==> src/rtl/icache_pkg.sv <==
// Shared constants, refill state encoding and address helpers for the
// instruction-cache line refill engine.
package icache_pkg;

  localparam int LINE_WORDS = 8;
  localparam int INDEX_W    = 7;
  localparam int TAG_W      = 20;
  localparam int OFFSET_W   = 3;

  localparam logic [1:0] AXI_BURST_INCR = 2'b01;
  localparam logic [2:0] AXI_SIZE_4B    = 3'd2;
  localparam logic [7:0] AXI_LEN_LINE   = 8'(LINE_WORDS - 1);
  localparam logic [2:0] LAST_BEAT      = 3'(LINE_WORDS - 1);

  typedef enum logic [1:0] {
    ST_IDLE = 2'd0,
    ST_AR   = 2'd1,
    ST_RD   = 2'd2,
    ST_TAGW = 2'd3
  } refill_state_e;

  // Line-aligned address of the 32-byte line holding addr.
  function automatic logic [31:0] line_base(input logic [31:0] addr);
    return {addr[31:5], 5'b0_0000};
  endfunction

endpackage

==> src/rtl/icache_refill.sv <==
// I-cache miss refill: issues one 8-beat AXI INCR read for the missing line,
// streams beats into the data RAM, forwards the critical word, writes the tag.
module icache_refill
  import icache_pkg::*;
#(
  parameter logic [3:0] ARID = 4'd0
) (
  input  logic        clk,
  input  logic        resetn,
  input  logic        lk_valid,
  input  logic [31:0] lk_addr,
  input  logic        lk_hit,
  input  logic        lk_tag_valid,
  input  logic        lk_work,
  output logic        busy,
  output logic        fwd_valid,
  output logic [31:0] fwd_data,
  output logic [3:0]  arid,
  output logic [31:0] araddr,
  output logic [7:0]  arlen,
  output logic [2:0]  arsize,
  output logic [1:0]  arburst,
  output logic        arvalid,
  input  logic        arready,
  input  logic [31:0] rdata,
  input  logic [1:0]  rresp,
  input  logic        rlast,
  input  logic        rvalid,
  output logic        rready,
  output logic        tag_wen,
  output logic [INDEX_W-1:0]  tag_windex,
  output logic [TAG_W:0]      tag_wdata,
  output logic        data_wen,
  output logic [INDEX_W-1:0]  data_windex,
  output logic [OFFSET_W-1:0] data_woffset,
  output logic [31:0] data_wdata
);

  refill_state_e        state_r;
  refill_state_e        state_nxt_s;
  logic [31:0]          miss_addr_r;
  logic [OFFSET_W-1:0]  cnt_r;
  logic                 err_r;
  logic                 miss_s;
  logic                 start_s;
  logic                 ar_done_s;
  logic                 beat_s;
  logic                 beat_err_s;
  logic                 unused_s;

  assign miss_s     = lk_valid & lk_work & ~(lk_hit & lk_tag_valid);
  assign start_s    = (state_r == ST_IDLE) & miss_s;
  assign ar_done_s  = (state_r == ST_AR) & arready;
  assign beat_s     = (state_r == ST_RD) & rvalid;
  // A short burst (rlast before the eighth beat) leaves the line incomplete.
  assign beat_err_s = (rresp != 2'b00) | (rlast & (cnt_r != LAST_BEAT));
  assign arid       = ARID;
  assign unused_s   = ^miss_addr_r[1:0];

  // State register
  always_ff @(posedge clk or negedge resetn) begin
    if (!resetn) begin
      state_r <= ST_IDLE;
    end else begin
      state_r <= state_nxt_s;
    end
  end

  // Next-state logic
  always_comb begin
    state_nxt_s = state_r;
    case (state_r)
      ST_IDLE: begin
        if (miss_s) state_nxt_s = ST_AR;
        else        state_nxt_s = ST_IDLE;
      end
      ST_AR: begin
        if (arready) state_nxt_s = ST_RD;
        else         state_nxt_s = ST_AR;
      end
      ST_RD: begin
        if (rvalid && rlast) state_nxt_s = ST_TAGW;
        else                 state_nxt_s = ST_RD;
      end
      ST_TAGW: state_nxt_s = ST_IDLE;
      default: state_nxt_s = ST_IDLE;
    endcase
  end

  // Miss address, beat counter and sticky error flag
  always_ff @(posedge clk or negedge resetn) begin
    if (!resetn) begin
      miss_addr_r <= 32'h0000_0000;
      cnt_r       <= 3'd0;
      err_r       <= 1'b0;
    end else begin
      if (start_s) begin
        miss_addr_r <= lk_addr;
      end else begin
        miss_addr_r <= miss_addr_r;
      end

      if (ar_done_s) begin
        cnt_r <= 3'd0;
      end else if (beat_s) begin
        cnt_r <= cnt_r + 3'd1;
      end else begin
        cnt_r <= cnt_r;
      end

      if (start_s) begin
        err_r <= 1'b0;
      end else if (beat_s && beat_err_s) begin
        err_r <= 1'b1;
      end else begin
        err_r <= err_r;
      end
    end
  end

  // Output decode; payloads are zero whenever their strobe is low
  always_comb begin
    busy         = 1'b0;
    arvalid      = 1'b0;
    araddr       = 32'h0000_0000;
    arlen        = 8'd0;
    arsize       = 3'd0;
    arburst      = 2'b00;
    rready       = 1'b0;
    data_wen     = 1'b0;
    data_windex  = 7'd0;
    data_woffset = 3'd0;
    data_wdata   = 32'h0000_0000;
    fwd_valid    = 1'b0;
    fwd_data     = 32'h0000_0000;
    tag_wen      = 1'b0;
    tag_windex   = 7'd0;
    tag_wdata    = 21'd0;
    case (state_r)
      ST_IDLE: busy = 1'b0;
      ST_AR: begin
        busy    = 1'b1;
        arvalid = 1'b1;
        araddr  = line_base(miss_addr_r);
        arlen   = AXI_LEN_LINE;
        arsize  = AXI_SIZE_4B;
        arburst = AXI_BURST_INCR;
      end
      ST_RD: begin
        busy   = 1'b1;
        rready = 1'b1;
        if (rvalid) begin
          data_wen     = 1'b1;
          data_windex  = miss_addr_r[11:5];
          data_woffset = cnt_r;
          data_wdata   = rdata;
          if (cnt_r == miss_addr_r[4:2]) begin
            fwd_valid = 1'b1;
            fwd_data  = rdata;
          end else begin
            fwd_valid = 1'b0;
          end
        end else begin
          data_wen = 1'b0;
        end
      end
      ST_TAGW: begin
        busy       = 1'b1;
        tag_wen    = 1'b1;
        tag_windex = miss_addr_r[11:5];
        tag_wdata  = {~err_r, miss_addr_r[31:12]};
      end
      default: busy = 1'b0;
    endcase
  end

endmodule

==> config.mk <==
export PLATFORM = sky130hd
export DESIGN_NAME = icache_refill
export DESIGN_NICKNAME = d
export VERILOG_FILES = /design/src/rtl/icache_pkg.sv /design/src/rtl/icache_refill.sv
export SDC_FILE = /design/constraint.sdc
export NUM_CORES = 1
export LEC_CHECK = 0
export BUFFER_PORTS_ARGS = -buffer_cell sky130_fd_sc_hd__buf_2
export CAP_MARGIN = 20
export CORE_AREA = 2 2 89 91
export DETAILED_ROUTE_END_ITERATION = 12
export DIE_AREA = 0 0 91 93
export GPL_ROUTABILITY_DRIVEN = 0
export PLACE_DENSITY_LB_ADDON = 0.2
export RECOVER_POWER = 100
export SETUP_SLACK_MARGIN = 0.3
export SYNTH_ARGS = -nofsm -noshare
export SYNTH_HDL_FRONTEND = slang
export SYNTH_SLANG_ARGS = --single-unit
==> constraint.sdc <==
create_clock -name clk -period 2.44 [get_ports clk]
set_input_delay 0.732 -clock clk [delete_from_list [all_inputs] [get_ports clk]]
set_output_delay 0.732 -clock clk [all_outputs]
set_load 0.02 [all_outputs]
==> summary.txt <==
Outcome
  – Status: finished with violations
  – Violated checks: setup timing

Hold path
  – Min-delay worst type: primary input to asynchronous set/reset pin

Route
  – Antenna Nets Post-Route: 0
  – Via density: 4.68
  – First drt pass iteration count: 4
  – DRT Wirelength: 11100 um
  – Total vias in the final route: 2838
  – Residual DRC: 0
  – Drt wl/cell: 18.3 um
  – Initial DRC Count: 52

Timing
  – Unrepaired setup endpoints after global routing: true
  – Min cycle time layout: 2.49 ns
  – Worst setup margin: -0.0519 ns
  – Fin. max-slew vios: 0
  – Setup violators final: 32
  – Period utilization: 102%
  – Setup TNS: -0.894 ns
  – Maximum clock rate: 401 MHz
  – Layout Skew: 0.00907 ns
  – Final Hold Viols: 0
  – Worst-margin pin slew: 0.971 ns
  – Rel. slew slack: 35.3%

Clock network
  – CTS root buf: clkbuf_8
  – Reg clk slew, reported paths: 0.07 ns
  – CTS tree: yes
  – Clk buf depth: 2
  – H-tree Lvls: 2
  – Clock latency on the worst-skew pair: 0.28 ns
  – Clk sinks: 36
  – Num CTS Buffers: 5
  – Hold buffers post-CTS: 0

Global routing
  – First-pass GRT wire length: 14500 um
  – Grt met1 use: 22.8%
  – Gr busiest metal: met2
  – Antenna violations before repair: 2
  – Vias in the first global route: 2744
  – Largest net degree at the start of global routing: 34
  – Met3 GRT Util: 4.83%
  – Total gr overflow: 0
  – Met2 usage: 43.4%
  – Total track usage: 21.9%

Cells and area
  – Filler cells: 578
  – Commonest non-fill, non-tap cell in the layout: buf_6
  – Fin util: 69.3%
  – Share of layout cells above drive strength 1: 75.7%
  – Nets: 579
  – Layout area overhead: 98.3%
  – Finished Layout Cells: 606
  – Final Cell Area: 5220 um^2
  – Most frequent cells in the layout: 138 x buf_6, 82 x and2_4, 71 x buf_2, 35 x dfrtp_1, 28 x mux2_4

Logic synthesis
  – Synth area leaders: dfrtp_1 34%, and2_1 24%, mux2_4 16%
  – Synth Area in Simple Gates: 33.6%
  – Syn avg cell area: 9.90 um^2
  – Synthesis-stage register bit count: 36
  – Multiplexer area fraction after synthesis: 17.6%
  – Compound-Gate Fraction of Synth Area: 2.00%
  – Mapped Cells: 266
  – Synth area leader: dfrtp_1
  – Largest family of logic cells by synthesized area: simple AND/OR/NAND/NOR gates
  – XOR/XNOR share of the synthesized area: 1.33%
  – Post-synthesis sequential area ratio: 34.2%
  – Post-Syn Area: 2630 um^2
  – Synth Warn #: 0
  – Unique masters post-synth: 27
  – Post-synth top area share: 34.2%
  – Synth Area in Adders: 0.951%

Die
  – Die width: 91 um
  – Boundary pin count: 232
  – Std-Cell Rows: 32
  – Vert. Die Dim: 93 um
  – CORE AREA: 7530 um^2
  – Die area: 8460 um^2
  – Initial Utilization: 35.0%

Critical path
  – Critical Path RT: 1.71 ns
  – CP Class: primary input to output pin
  – Critical Path Fanout Max: 17
  – Delay-heaviest family, CP: buffers and inverters
  – CP Capture Type: output pin
  – Worst path arrival time: 1.76 ns
  – Slowest cell on crit path: buf_6
  – CP peak stage delay: 0.17 ns
  – Most frequent CP cell: buf_6
  – Startpoint types: primary input
  – Worst path cell trace: buf_6 -> nand3b_1 -> buf_6 -> nor4_4 -> buf_6 -> buf_12 -> and2_2 -> buf_6
  – WP buf/inv: 5

Power
  – Peak VDD IR: 690 uV
  – PD cells: 919 nW/um^2
  – Lkg Pwr: 2.82 nW
  – Final Power: 4.80 mW

Placed design
  – Port bufs: 212
  – Placed Instances: 565
  – HPWL Detailed: 6190 um
  – Post-place instance area: 3870 um^2

Run
  – Max-Cap Viols: 0
==> per-stage QoR <==
step	setup slack, ns	hold slack (ns)
floorplan	0.181	0.436
global placement	-0.0217	0.506
detailed placement	-0.0297	0.512
CTS	-0.0222	0.257
global route	-0.135	0.339
finish	-0.0519	0.334
==> cell usage after synthesis <==
| cell type | count |
|---|---|
| nor2_1 | 1 |
| xor2_1 | 3 |
| nor2b_1 | 3 |
| mux2_4 | 28 |
| buf_2 | 2 |
| or2_4 | 1 |
| inv_1 | 1 |
| buf_6 | 3 |
| a21o_1 | 1 |
| nand2_1 | 2 |
| and3_1 | 27 |
| a21oi_1 | 4 |
| nand3b_1 | 1 |
| buf_4 | 22 |
| and2_1 | 102 |
| nand3_1 | 1 |
| clkbuf_1 | 15 |
| dfrtp_1 | 36 |
| o21a_1 | 1 |
| mux2_2 | 2 |
| a211o_4 | 1 |
| nand2b_1 | 2 |
| nor4_2 | 1 |
| xnor2_1 | 1 |
| conb_1 | 1 |
| mux2i_1 | 2 |
| ha_1 | 2 |
==> metal layers <==
layer  wire length [um]  vias up
met5                  0        -
met4                163        0
met3                717       11
met2               6180      139
met1               4050     1396
li1                   -     1292
==> layout make-up <==
cell class | instances | area, um^2 | share of cell area [%]
Sequential cell | 36 | 902 | 17.3
Tap cell | 102 | 128 | 2.44
Antenna cell | 2 | 5.00 | 0.0959
Timing Repair Buffer | 255 | 2320 | 44.4
Clock buffer | 6 | 72.6 | 1.39
Clock inverter | 1 | 5.00 | 0.0959
Inverter | 1 | 3.75 | 0.0719
Multi-Input combinational cell | 203 | 1790 | 34.3
==> where the power goes <==
group          switching (mW)  internal, mW
Combinational            1.43          1.80
Sequential              0.280         0.898
Clock                   0.198         0.194
Total                    1.91          2.89
==> final timing paths <==
kind / start / end / slack (ns) / depth (start not counted)
worst max-delay path: rvalid / fwd_data[11] / -0.05 / 8
worst min-delay path: resetn / miss_addr_r[18] / 0.33 / 1
worst max register to register: flop / miss_addr_r[2] / 0.04 / 5
worst min register to register: err_r / err_r / 0.51 / 1
max in group asynchronous: resetn / cnt_r[1] / 0.93 / 2
min in group clk: err_r / err_r / 0.51 / 1
==> flip-flops by register name, indices dropped and copies added (netlist names), named ones only <==
signal / count
miss_addr_r: 30
cnt_r: 3
state_r: 1
err_r: 1
==> kinds of logic (layout without fill, tap and decap cells) <==
| kind of cell | count (synthesis) | in the layout |
|---|---|---|
| AOI/OAI and AO/OA | 7 | 7 |
| and+or+nand+nor | 141 | 141 |
| buffers and inverters | 43 | 263 |
| muxes | 32 | 32 |
| xor gates and xnor gates | 4 | 4 |
| other | 1 | 19 |
| DFF | 36 | 36 |
| adders and majority gates | 2 | 2 |
==> what timing repair did <==
| action | CTS | global route |
|---|---|---|
| endpoints found under the setup margin | 109 | 168 |
| gates resized for setup | 230 | 143 |
| cloned | 8 | 5 |
| pin swaps | 24 | 6 |
| setup buffers | 11 | 8 |
No activity file was read; power rests on OpenSTA's default activity.
